[src/rtl/ifu_if.sv]
// Instruction-memory request/acknowledge port between the fetch unit and instruction memory.
// master = fetch unit (drives request/address), slave = memory (returns ack/data).
interface ifu_if;
    logic        imem_req;
    logic [31:0] imem_addr;
    logic        imem_ack;
    logic [31:0] imem_rdata;

    modport master (output imem_req, imem_addr, input  imem_ack, imem_rdata);
    modport slave  (input  imem_req, imem_addr, output imem_ack, imem_rdata);
endinterface

[src/rtl/ifu.sv]
// MIPS instruction fetch: holds PC, fetches one word per retirement, computes next PC from NPCSel.
// Latency: request one cycle after reset/commit, instr_valid on the ack edge; req held until ack.
// Optional IFU_MISALIGN_CHECK_EN: misaligned next PC halts the unit and sets sticky misalign_err.
module ifu #(
    parameter logic [31:0] RESET_PC = 32'h0000_3000
) (
    input  logic        clk,
    input  logic        rst_n,
    input  logic [1:0]  NPCSel,
    input  logic [15:0] imm16,
    input  logic [25:0] target26,
    input  logic [31:0] reg_target,
    input  logic        commit,
    ifu_if.master       imem,
    output logic [31:0] instr,
    output logic        instr_valid,
    output logic [5:0]  opcode,
    output logic [5:0]  funct,
    output logic [31:0] pc,
    output logic [31:0] pc_plus4,
    output logic        misalign_err
);

    typedef enum logic [1:0] {IDLE, FETCH, HOLD, HALT} state_t;

    state_t      state_q, state_d;
    logic [31:0] pc_q, pc_d;
    logic [31:0] instr_q, instr_d;
    logic        instr_valid_q, instr_valid_d;

    logic [31:0] pc4;
    logic [31:0] br_off;
    logic [31:0] npc_raw;
    logic [31:0] npc;
    logic        npc_misaligned;

    assign pc4    = pc_q + 32'd4;
    assign br_off = {{14{imm16[15]}}, imm16, 2'b00};

    always_comb begin
        npc_raw = pc4;
        case (NPCSel)
            2'b00:   npc_raw = pc4;
            2'b01:   npc_raw = pc4 + br_off;
            2'b10:   npc_raw = {pc4[31:28], target26, 2'b00};
            default: npc_raw = reg_target;
        endcase
    end

`ifdef IFU_MISALIGN_CHECK_EN
    assign npc            = npc_raw;
    assign npc_misaligned = |npc_raw[1:0];
`else
    // Without the check a register target is silently truncated to a word boundary.
    assign npc            = npc_raw & ~32'd3;
    assign npc_misaligned = 1'b0;
`endif

    always_comb begin
        state_d       = state_q;
        pc_d          = pc_q;
        instr_d       = instr_q;
        instr_valid_d = instr_valid_q;
        case (state_q)
            IDLE: state_d = FETCH;
            FETCH: begin
                if (imem.imem_ack) begin
                    instr_d       = imem.imem_rdata;
                    instr_valid_d = 1'b1;
                    state_d       = HOLD;
                end
            end
            HOLD: begin
                if (commit) begin
                    pc_d          = npc;
                    instr_valid_d = 1'b0;
                    state_d       = npc_misaligned ? HALT : FETCH;
                end
            end
            default: state_d = HALT;
        endcase
    end

    always_ff @(posedge clk or negedge rst_n) begin
        if (!rst_n) begin
            state_q       <= IDLE;
            pc_q          <= RESET_PC;
            instr_q       <= 32'd0;
            instr_valid_q <= 1'b0;
        end else begin
            state_q       <= state_d;
            pc_q          <= pc_d;
            instr_q       <= instr_d;
            instr_valid_q <= instr_valid_d;
        end
    end

`ifdef IFU_MISALIGN_CHECK_EN
    logic misalign_q, misalign_d;
    logic enter_halt;

    assign enter_halt = (state_q == HOLD) && commit && npc_misaligned;
    assign misalign_d = misalign_q | enter_halt;

    always_ff @(posedge clk or negedge rst_n) begin
        if (!rst_n) begin
            misalign_q <= 1'b0;
        end else begin
            misalign_q <= misalign_d;
        end
    end

    assign misalign_err = misalign_q;
`else
    assign misalign_err = 1'b0;
`endif

    // Request is decoded from state so an asynchronous reset drops it immediately.
    assign imem.imem_req  = (state_q == FETCH);
    assign imem.imem_addr = pc_q;
    assign instr          = instr_q;
    assign instr_valid    = instr_valid_q;
    assign opcode         = instr_q[31:26];
    assign funct          = instr_q[5:0];
    assign pc             = pc_q;
    assign pc_plus4       = pc4;

endmodule

[src/flat_wrapper.sv]
// flat-port wrapper written by rule: the top's interface ports become plain ports
module ifu_flat 
#(
    parameter logic [31:0] RESET_PC = 32'h0000_3000
)
  (clk, rst_n, NPCSel, imm16, target26, reg_target, commit, instr, instr_valid, opcode, funct, pc, pc_plus4, misalign_err, imem_imem_req, imem_imem_addr, imem_imem_ack, imem_imem_rdata);
  ifu_if imem_i ();
  input  logic clk;
  input  logic rst_n;
  input  logic [1:0] NPCSel;
  input  logic [15:0] imm16;
  input  logic [25:0] target26;
  input  logic [31:0] reg_target;
  input  logic commit;
  output logic [31:0] instr;
  output logic instr_valid;
  output logic [5:0] opcode;
  output logic [5:0] funct;
  output logic [31:0] pc;
  output logic [31:0] pc_plus4;
  output logic misalign_err;
  output wire logic [$bits(imem_i.imem_req)-1:0] imem_imem_req;
  output wire logic [$bits(imem_i.imem_addr)-1:0] imem_imem_addr;
  input wire logic [$bits(imem_i.imem_ack)-1:0] imem_imem_ack;
  input wire logic [$bits(imem_i.imem_rdata)-1:0] imem_imem_rdata;
  assign imem_imem_req = imem_i.imem_req;
  assign imem_imem_addr = imem_i.imem_addr;
  assign imem_i.imem_ack = imem_imem_ack;
  assign imem_i.imem_rdata = imem_imem_rdata;
  ifu #(.RESET_PC(RESET_PC)) u_core (.clk(clk), .rst_n(rst_n), .NPCSel(NPCSel), .imm16(imm16), .target26(target26), .reg_target(reg_target), .commit(commit), .imem(imem_i), .instr(instr), .instr_valid(instr_valid), .opcode(opcode), .funct(funct), .pc(pc), .pc_plus4(pc_plus4), .misalign_err(misalign_err));
endmodule
[config.mk]
export PLATFORM = sky130hd
export DESIGN_NAME = ifu_flat
export DESIGN_NICKNAME = d
export VERILOG_FILES = /design/src/rtl/ifu_if.sv /design/src/rtl/ifu.sv /design/src/flat_wrapper.sv
export SDC_FILE = /design/constraint.sdc
export NUM_CORES = 1
export LEC_CHECK = 0
export ABC_AREA = 0
export CAP_MARGIN = 15
export CORE_MARGIN = 3
export CORE_UTILIZATION = 44
export DETAILED_ROUTE_END_ITERATION = 12
export PLACE_DENSITY = 0.81
export SLEW_MARGIN = 20
export SYNTH_ARGS = -nofsm -noshare
export SYNTH_HDL_FRONTEND = slang
export SYNTH_SLANG_ARGS = --single-unit
[constraint.sdc]
create_clock -name clk -period 4.3 [get_ports clk]
set_clock_uncertainty 0.1 [all_clocks]
set_input_delay 0.86 -clock clk [delete_from_list [all_inputs] [get_ports clk]]
set_output_delay 0.86 -clock clk [all_outputs]
set_load 0.005 [all_outputs]
-- After elaboration in Yosys (flattened, before gate mapping)
Index checks and enable logic that the tools add are counted.
- bits in registers: 65
- output and inout bits: 143
- logic and storage cells: 26
- add/sub/neg operators: 2
- equality and inequality tests: 6
- mux-type cells: 7
- reduce and logical (&&, ||, !) cells: 7
- operators with widths (operator ; number):
    $pmux W32 S3 ; 1
    $add A32 B3 Y32 const B ; 1
    $add A32 B32 Y32 ; 1
    $pmux W2 S3 ; 1
    $reduce_and A2 Y1 ; 3
    $eq A2 B1 Y1 const B ; 2
    $eq A2 B2 Y1 const B ; 2
    $logic_not A2 Y1 ; 2
    $mux W2 ; 2
    $reduce_and A3 Y1 ; 1
    $mux W1 ; 2
    $ne A2 B1 Y1 const B ; 1
    $ne A2 B2 Y1 const B ; 1
    $pmux W1 S2 ; 1
    $reduce_bool A2 Y1 ; 1

-- Depth between registers and ports, before layout
Gate-level depths: netlist of the first run.
- depth in word-level cells: 3
- mapped depth: 15
- depth with buffers taken out: 14

-- Worst setup path after synthesis of the first run
OpenSTA, ideal clock, no wires.
- path kind: register to register
- start: register u_core.pc_q[12], in the netlist u_core.imem.imem_addr[12]
- end: register u_core.pc_q[28], in the netlist u_core.imem.imem_addr[28]
- arrival time: 3.385 ns
- required time: 4.058 ns
- slack: 0.673 ns
- stages on the path, launching flop included: 15
- buffers on the path: 2
- period minus slack after synthesis: 3.627 ns
- cell sequence: dfstp_2 > and4_2 > and2_1 > clkbuf_1 > and3_1 > xor2_1 > ha_1 > clkbuf_1 > a21o_1 > a21o_1 > a21o_1 > o41a_1 > a41oi_1 > xor2_1 > o221ai_1
- word-level cells in the longest chain between the ends: 3
- ends and longest elaborated chain (element ; RTL line ; text):
    start: declaration ; ifu.sv:27 ; logic [31:0] pc_q, pc_d;
    start signal: assignment ; ifu.sv:92 ; pc_q <= pc_d;
    $add A32 B3 Y32 ; ifu.sv:37 ; assign pc4 = pc_q + 32'd4;
    net pc_plus4[15] ; flat_wrapper.sv:20 ; output logic [31:0] pc_plus4;
    $add A32 B32 Y32 ; ifu.sv:44 ; 2'b01: npc_raw = pc4 + br_off;
    $pmux W32 S3 ; ifu.sv:42 ; case (NPCSel)
The timed path passes the listed nets, and every way through them passes these cells.
A chain may end at the register's enable or synchronous reset.

-- Worst setup path in the final report of the first run
- start: register u_core.pc_q[3], in the netlist u_core.imem.imem_addr[3]
- end: register u_core.pc_q[31], in the netlist u_core.imem.imem_addr[31]
- word-level cells in the longest chain between the ends: 3
- ends and longest elaborated chain (element ; RTL line):
    $add A32 B3 Y32 * ; ifu.sv:37
    $add A32 B32 Y32 ; ifu.sv:44
    $pmux W32 S3 * ; ifu.sv:42
Every way passes the cells marked *; elsewhere a longest branch is shown, timed or not.

==> results.cfg, run 1 <==
[outcome]
outcome = finished, final reports clean

[layout]
insertedDiodeCount = 0
syn2layout_area_growth_pct = 46.18
nNetsFinal = 1009
drive_gt1_frac = 0.1224
final_common_cell = clkdlybuf4s50_1
final_cell_mix = 243 x clkdlybuf4s50_1, 79 x nand2_1, 63 x dfrtp_1, 36 x mux2_2

[worst_hold_path]
hp-class = input port to asynchronous set/reset pin

[placed_design]
gp_congestion = 0.9584
port_buffers = 245
dp_hpwl_mm = 16.41

[run]
maxCapViolations = 0

[worst_setup_path]
worstSetupStartpointType = flop
cp.required_ps = 4430
cp.arrival_ps = 4170
cp-end-kind = flop
critical_path_class = flop to flop
crit_fanout = 8

[grt]
grt_pass1_wl_mm = 31.90
grt_usage = 0.2748
grt_max_degree = 31
antenna_found_initial = 0
grt_pass1_vias = 5806
overflow = 0

[drt]
vias = 5989
dr.pass1.iters = 5
routed_wl_mm = 20.53
wl_per_cell_um = 19.78
viasPerCell = 5.770
drtAntennaViolNets = 0
drcViolationCount = 0
drt-initial-drc-count = 532

[sta]
min_period_ps = 4034
finalHoldViolations = 0
fin_setup_tns_ps = 0
slew_violations = 0
rsz0062_at_grt = no
max_slew_margin = 0.5718
tightest_slew_ps = 640.8
min_period_over_period = 0.9382
setup_viol = 0
fmax_mhz = 247.9

[die]
die_w_um = 121.6
io_pins = 255
initial_utilization = 0.4588
dieArea_mm2 = 0.01480
die_h_um = 121.6
num_rows = 41
core_mm2 = 0.01282

[pwr]
ir_drop_uv = 298.2
p_seq_frac = 0.223
p_comb_frac = 0.620
power_uw = 5738
leakage_uw = 0.003643
p_int_uw = 3532
powerDensity_mw_per_mm2 = 667.0
p_clk_frac = 0.157
p_sw_uw = 2206
switching_share = 0.3845

[clock_network]
cts_setup_buffers = 0
cts_max_path_buffers = 2
htree_levels = 3
numCtsBuffers = 9
insertion_delay_ps = 330
cts_sinks = 65
clk_pin_slew_worst_paths_ps = 60
cts_tree = done
root_buffer = clkbuf_16

[synth]
synth_flop_cell = dfrtp_1
netlist.area_leader.share = 0.2679
synthesis.area_mm2 = 0.005884
synth_cells = 659
yosysTopAreaCell = dfrtp_1
synthTopCellsByArea = dfrtp_1 27%, ha_1 7.4%, mux2_2 6.9%, buf_4 6.3%, nand2_1 5.0%
yosysSeqAreaShare = 0.2768
synth_async_sr_flop_share = 1.000
synth_warnings = 0
synth_cell_types = 74
synth_edf_count = 0
syn_area_per_cell_um2 = 8.929
ys_ff_latch = 65
==> layout make-up <==
cell class / instances / area (µm²)
fill: 1007 / 4223
multi-input combinational: 507 / 3756
timing repair buffer: 263 / 2577
sequential: 65 / 1629
clock buffer: 9 / 225.2
tap: 172 / 215.2
clock inverter: 7 / 142.6
inverter: 15 / 56.30
==> synthesized netlist by cell type (4+ instances only) <==
cell / count
xor2_1: 18
dfrtp_1: 63
a221oi_1: 5
o21a_1: 5
inv_1: 15
xnor2_1: 29
a211oi_1: 6
and2_1: 6
and3_1: 13
nand3_1: 20
nor2b_1: 5
buf_4: 49
o211ai_1: 5
nand2_1: 79
mux2_2: 36
clkbuf_1: 25
mux2i_1: 16
a21o_1: 15
mux4_2: 10
nor2_1: 31
and4_1: 5
ha_1: 35
a21oi_1: 35
nand4_1: 13
o221ai_1: 4
nor3_1: 13
o21ai_1: 4
o21ai_0: 32
a31oi_1: 6
==> power by group through the flow <==
stage               logic, µW  registers [µW]  clock network, µW
floorplan                1960            1200                  0
global placement         3470            1250                  0
detailed placement       3520            1280                  0
CTS                      3540            1270                908
global route             3860            1320                931
finish                   3560            1280                899
==> registers in the layout, summed over array words and instances (netlist names) <==
signal                 flops
u_core.imem.imem_addr     30
u_core.instr              32
u_core.instr_valid         1
u_core.state_q             2
==> metrics by stage <==
stage	cells	setup WS [ps]	hold slack [ps]	instance area [µm²]	utilization
2_1_floorplan	665	672.6	371.1	5907	-
3_3_place_gp	1022	361.8	361.1	8215	0.6406
3_5_place_dp	1022	310.0	379.4	8215	0.6406
4_1_cts	1038	290.2	393.5	8583	0.6693
5_1_grt	1038	10.88	406.5	8602	0.6707
6_report	1038	265.7	381.2	8602	0.6707
==> path summary, 6_finish.rpt <==
path / cells past startpoint / endpoint / from / slack [ps]
worst min-delay path: 1 / u_core.imem.imem_addr[5]$_DFFE_PN0P_ / rst_n / 380
max in group asynchronous: 2 / u_core.imem.imem_addr[12]$_DFFE_PN1P_ / rst_n / 3000
worst max-delay path: 14 / u_core.imem.imem_addr[31]$_DFFE_PN0P_ / u_core.imem.imem_addr[3]$_DFFE_PN0P_ / 270
min in group clk: 2 / u_core.instr_valid$_DFFE_PN0P_ / u_core.instr_valid$_DFFE_PN0P_ / 390
worst max register to register: 14 / u_core.imem.imem_addr[31]$_DFFE_PN0P_ / u_core.imem.imem_addr[3]$_DFFE_PN0P_ / 270
worst min register to register: 2 / u_core.instr_valid$_DFFE_PN0P_ / u_core.instr_valid$_DFFE_PN0P_ / 390
==> worst max-delay path, stage by stage (launching register included) <==
cell	delay (ps)
dfrtp_1	460
ha_1	230
nand3_1	220
nor3_1	270
buf_4	190
nand3_1	90
xnor2_1	300
ha_1	390
a21o_1	230
a2111o_1	350
a211o_1	300
a21o_1	210
o211ai_2	220
a21oi_1	110
o41ai_2	270
==> what timing repair did <==
item	CTS	global route
hold buffers	0	0
endpoints found under the setup margin	0	4
endpoints found under the hold margin	0	0
gates resized for setup	0	5
==> metal layers <==
layer	up-vias	part of all wire	wire length, µm	track usage
li1	2747	-	-	-
met1	2869	0.41	8381	0.3650
met2	326	0.48	9951	0.4625
met3	47	0.077	1571	0.02878
met4	0	0.030	623	0.1057
met5	-	0	0	0
==> cells by family after synthesis <==
logic type	Yosys count	synth area share
simple gates	204	0.1752
compound gates	150	0.1705
buf+inv	93	0.09185
flops	65	0.2768
mux	62	0.1344
xor+xnor	48	0.07272
fa+ha+maj	36	0.07782
other cells	1	0.0006373
Note: power is estimated with default switching activity, not from simulation.
==> run 2: changes to the inputs <==
--- a/config.mk
+++ b/config.mk
@@ -9,8 +9,10 @@
 export CAP_MARGIN = 15
 export CORE_MARGIN = 3
 export CORE_UTILIZATION = 44
+export CTS_CLUSTER_SIZE = 30
 export DETAILED_ROUTE_END_ITERATION = 12
 export PLACE_DENSITY = 0.81
+export RECOVER_POWER = 50
 export SLEW_MARGIN = 20
 export SYNTH_ARGS = -nofsm -noshare
 export SYNTH_HDL_FRONTEND = slang
==> constraint.sdc (replaced) <==
create_clock -name clk -period 4.3 [get_ports clk]
set_clock_uncertainty 0.1 [all_clocks]
set_input_delay 0.86 -clock clk [delete_from_list [all_inputs] [get_ports clk]]
set_output_delay 0.86 -clock clk [all_outputs]
set_load 0.01 [all_outputs]
==> run 2 against run 1 <==
  * Sequential share of layout area about the same
  * Final area decreased by 0.10%
  * Worst setup slack improved by 24 ps
  * Cell count unchanged
  * Clock power about the same
  * Count of clock-buffer cells in the layout unchanged
  * Wire length decreased by 0.17%
  * Die area unchanged
  * Worst hold slack improved by 2.6 ps
  * First-iteration DRC count increased by 1.7%
  * Via count decreased by 0.22%
  * Largest power group unchanged
==> results.cfg, run 2 (same netlist as run 1, synthesis figures left out) <==
[worst_hold_path]
holdPathStages = 2
hold_start = u_core.instr_valid$_DFFE_PN0P_
whs_endpoint = u_core.instr_valid$_DFFE_PN0P_
hp-class = flop to flop

[worst_setup_path]
rr_endpoint = u_core.imem.imem_addr[31]$_DFFE_PN0P_
cp-end-kind = flop
crit_cells = 14
critical_path_class = flop to flop
cp_slowest_cell = dfrtp_1
path_delay_family = compound AO/OA/AOI/OAI gates
r2r_start = u_core.imem.imem_addr[3]$_DFFE_PN0P_
cp_num_buf_inv = 1
rrSetupSlack_ps = 290
cp.required_ps = 4430
cp_cell_sequence = ha_1, nand3_1, nor3_1, buf_4, nand3_1, xnor2_1, ha_1, a21o_1, a2111o_1, a211o_1, a21o_1, o211ai_2, a21oi_1, o41ai_2
cp.arrival_ps = 4140
rr_worst_depth = 14
crit_fanout = 8
worstSetupStartpointType = flop
max_stage_delay_ps = 450

[grt]
grt_usage = 0.2748
overflow = 0
grt_pass1_wl_mm = 31.90
grt_max_degree = 31
grt_pass1_vias = 5806
antenna_found_initial = 0

[sta]
fmax_mhz = 249.4
tightest_slew_ps = 1233
fin_setup_tns_ps = 0
setup_viol = 0
slew_violations = 0
max_slew_margin = 0.1779
finalHoldViolations = 0
rsz0062_at_grt = no
hold_slack_ps = 383.7
min_period_ps = 4010
min_period_over_period = 0.9326

[die]
dieArea_mm2 = 0.01480
die_h_um = 121.6
num_rows = 41
io_pins = 255
core_mm2 = 0.01282
die_w_um = 121.6
initial_utilization = 0.4588

[drt]
dr.pass1.iters = 5
viasPerCell = 5.757
drcViolationCount = 0
wl_per_cell_um = 19.74
drtAntennaViolNets = 0
drt-initial-drc-count = 541
routed_wl_mm = 20.49
vias = 5976

[pwr]
powerDensity_mw_per_mm2 = 682.0
power_uw = 5861
ir_drop_uv = 318.8
leakage_uw = 0.003681

[layout]
final_cell_mix = 183 x clkdlybuf4s50_1, 79 x nand2_1, 63 x dfrtp_1, 60 x dlygate4sd3_1, 36 x mux2_2
largest_reg_flops = 32
drive_gt1_frac = 0.1189
fin_cells = 1038
final_common_cell = clkdlybuf4s50_1
postLayoutCoreUtil = 0.6700
insertedDiodeCount = 0
syn2layout_area_growth_pct = 46.03
nNetsFinal = 1009

[clock_network]
cts_sinks = 65
root_buffer = clkbuf_16
cts_setup_buffers = 0
numCtsBuffers = 9
htree_levels = 3
insertion_delay_ps = 330
cts_tree = done
cts_max_path_buffers = 2
clk_pin_slew_worst_paths_ps = 60

[placed_design]
dp_hpwl_mm = 16.41
dp_cells = 1022
gp_congestion = 0.9584
port_buffers = 245

[outcome]
outcome = finished, final reports clean

[run]
maxCapViolations = 0
## run 2: timing repair
action,4_1_cts,5_1_grt
endpoints found under the setup margin,0,4
hold buffers,0,0
gates resized for setup,0,5
## run 2: routing by layer
metal	global-route usage	routed length [µm]	vias up
li1	-	-	2747
met3	0.02878	1601	35
met2	0.4625	10030	324
met4	0.1057	563	0
met5	0	0	-
met1	0.3650	8293	2870
## run 2: area by class of cell
| cell class | count | area, µm² |
|---|---|---|
| inverter | 15 | 56.30 |
| multi-input combinational | 507 | 3756 |
| clock inverter | 7 | 142.6 |
| sequential | 65 | 1629 |
| tap | 172 | 215.2 |
| fill | 1010 | 4232 |
| timing repair buffer | 263 | 2569 |
| clock buffer | 9 | 225.2 |
## run 2: stage by stage
stage | cell area (µm²) | setup WS (ps)
2_1_floorplan | 5907 | 555.5
3_3_place_gp | 8215 | 361.8
3_5_place_dp | 8215 | 310.0
4_1_cts | 8583 | 290.2
5_1_grt | 8593 | 15.65
6_report | 8593 | 289.8
## run 2: how the worst max path moves through the flow
stage	from	end	slack (ps)
2_1_floorplan	u_core.imem.imem_addr[12]$_DFFE_PN1P_	u_core.imem.imem_addr[28]$_DFFE_PN0P_	560
3_3_place_gp	u_core.imem.imem_addr[3]$_DFFE_PN0P_	u_core.imem.imem_addr[31]$_DFFE_PN0P_	360
3_5_place_dp	u_core.imem.imem_addr[3]$_DFFE_PN0P_	u_core.imem.imem_addr[28]$_DFFE_PN0P_	310
4_1_cts	u_core.imem.imem_addr[3]$_DFFE_PN0P_	u_core.imem.imem_addr[28]$_DFFE_PN0P_	290
5_1_grt	u_core.imem.imem_addr[3]$_DFFE_PN0P_	u_core.imem.imem_addr[31]$_DFFE_PN0P_	20
6_report	u_core.imem.imem_addr[3]$_DFFE_PN0P_	u_core.imem.imem_addr[31]$_DFFE_PN0P_	290
## run 2: worst min-delay path, stage by stage (launching register included)
cell	delay (ps)
dfrtp_1	340
nand2_1	50
nand2_1	60
## run 2: power by group
| group | leakage, µW | total (µW) | internal (µW) | switching (µW) |
|---|---|---|---|---|
| sequential | 0.000776 | 1270 | 904 | 361 |
| clock | 0.000168 | 899 | 624 | 275 |
| combinational | 0.00274 | 3700 | 1910 | 1790 |
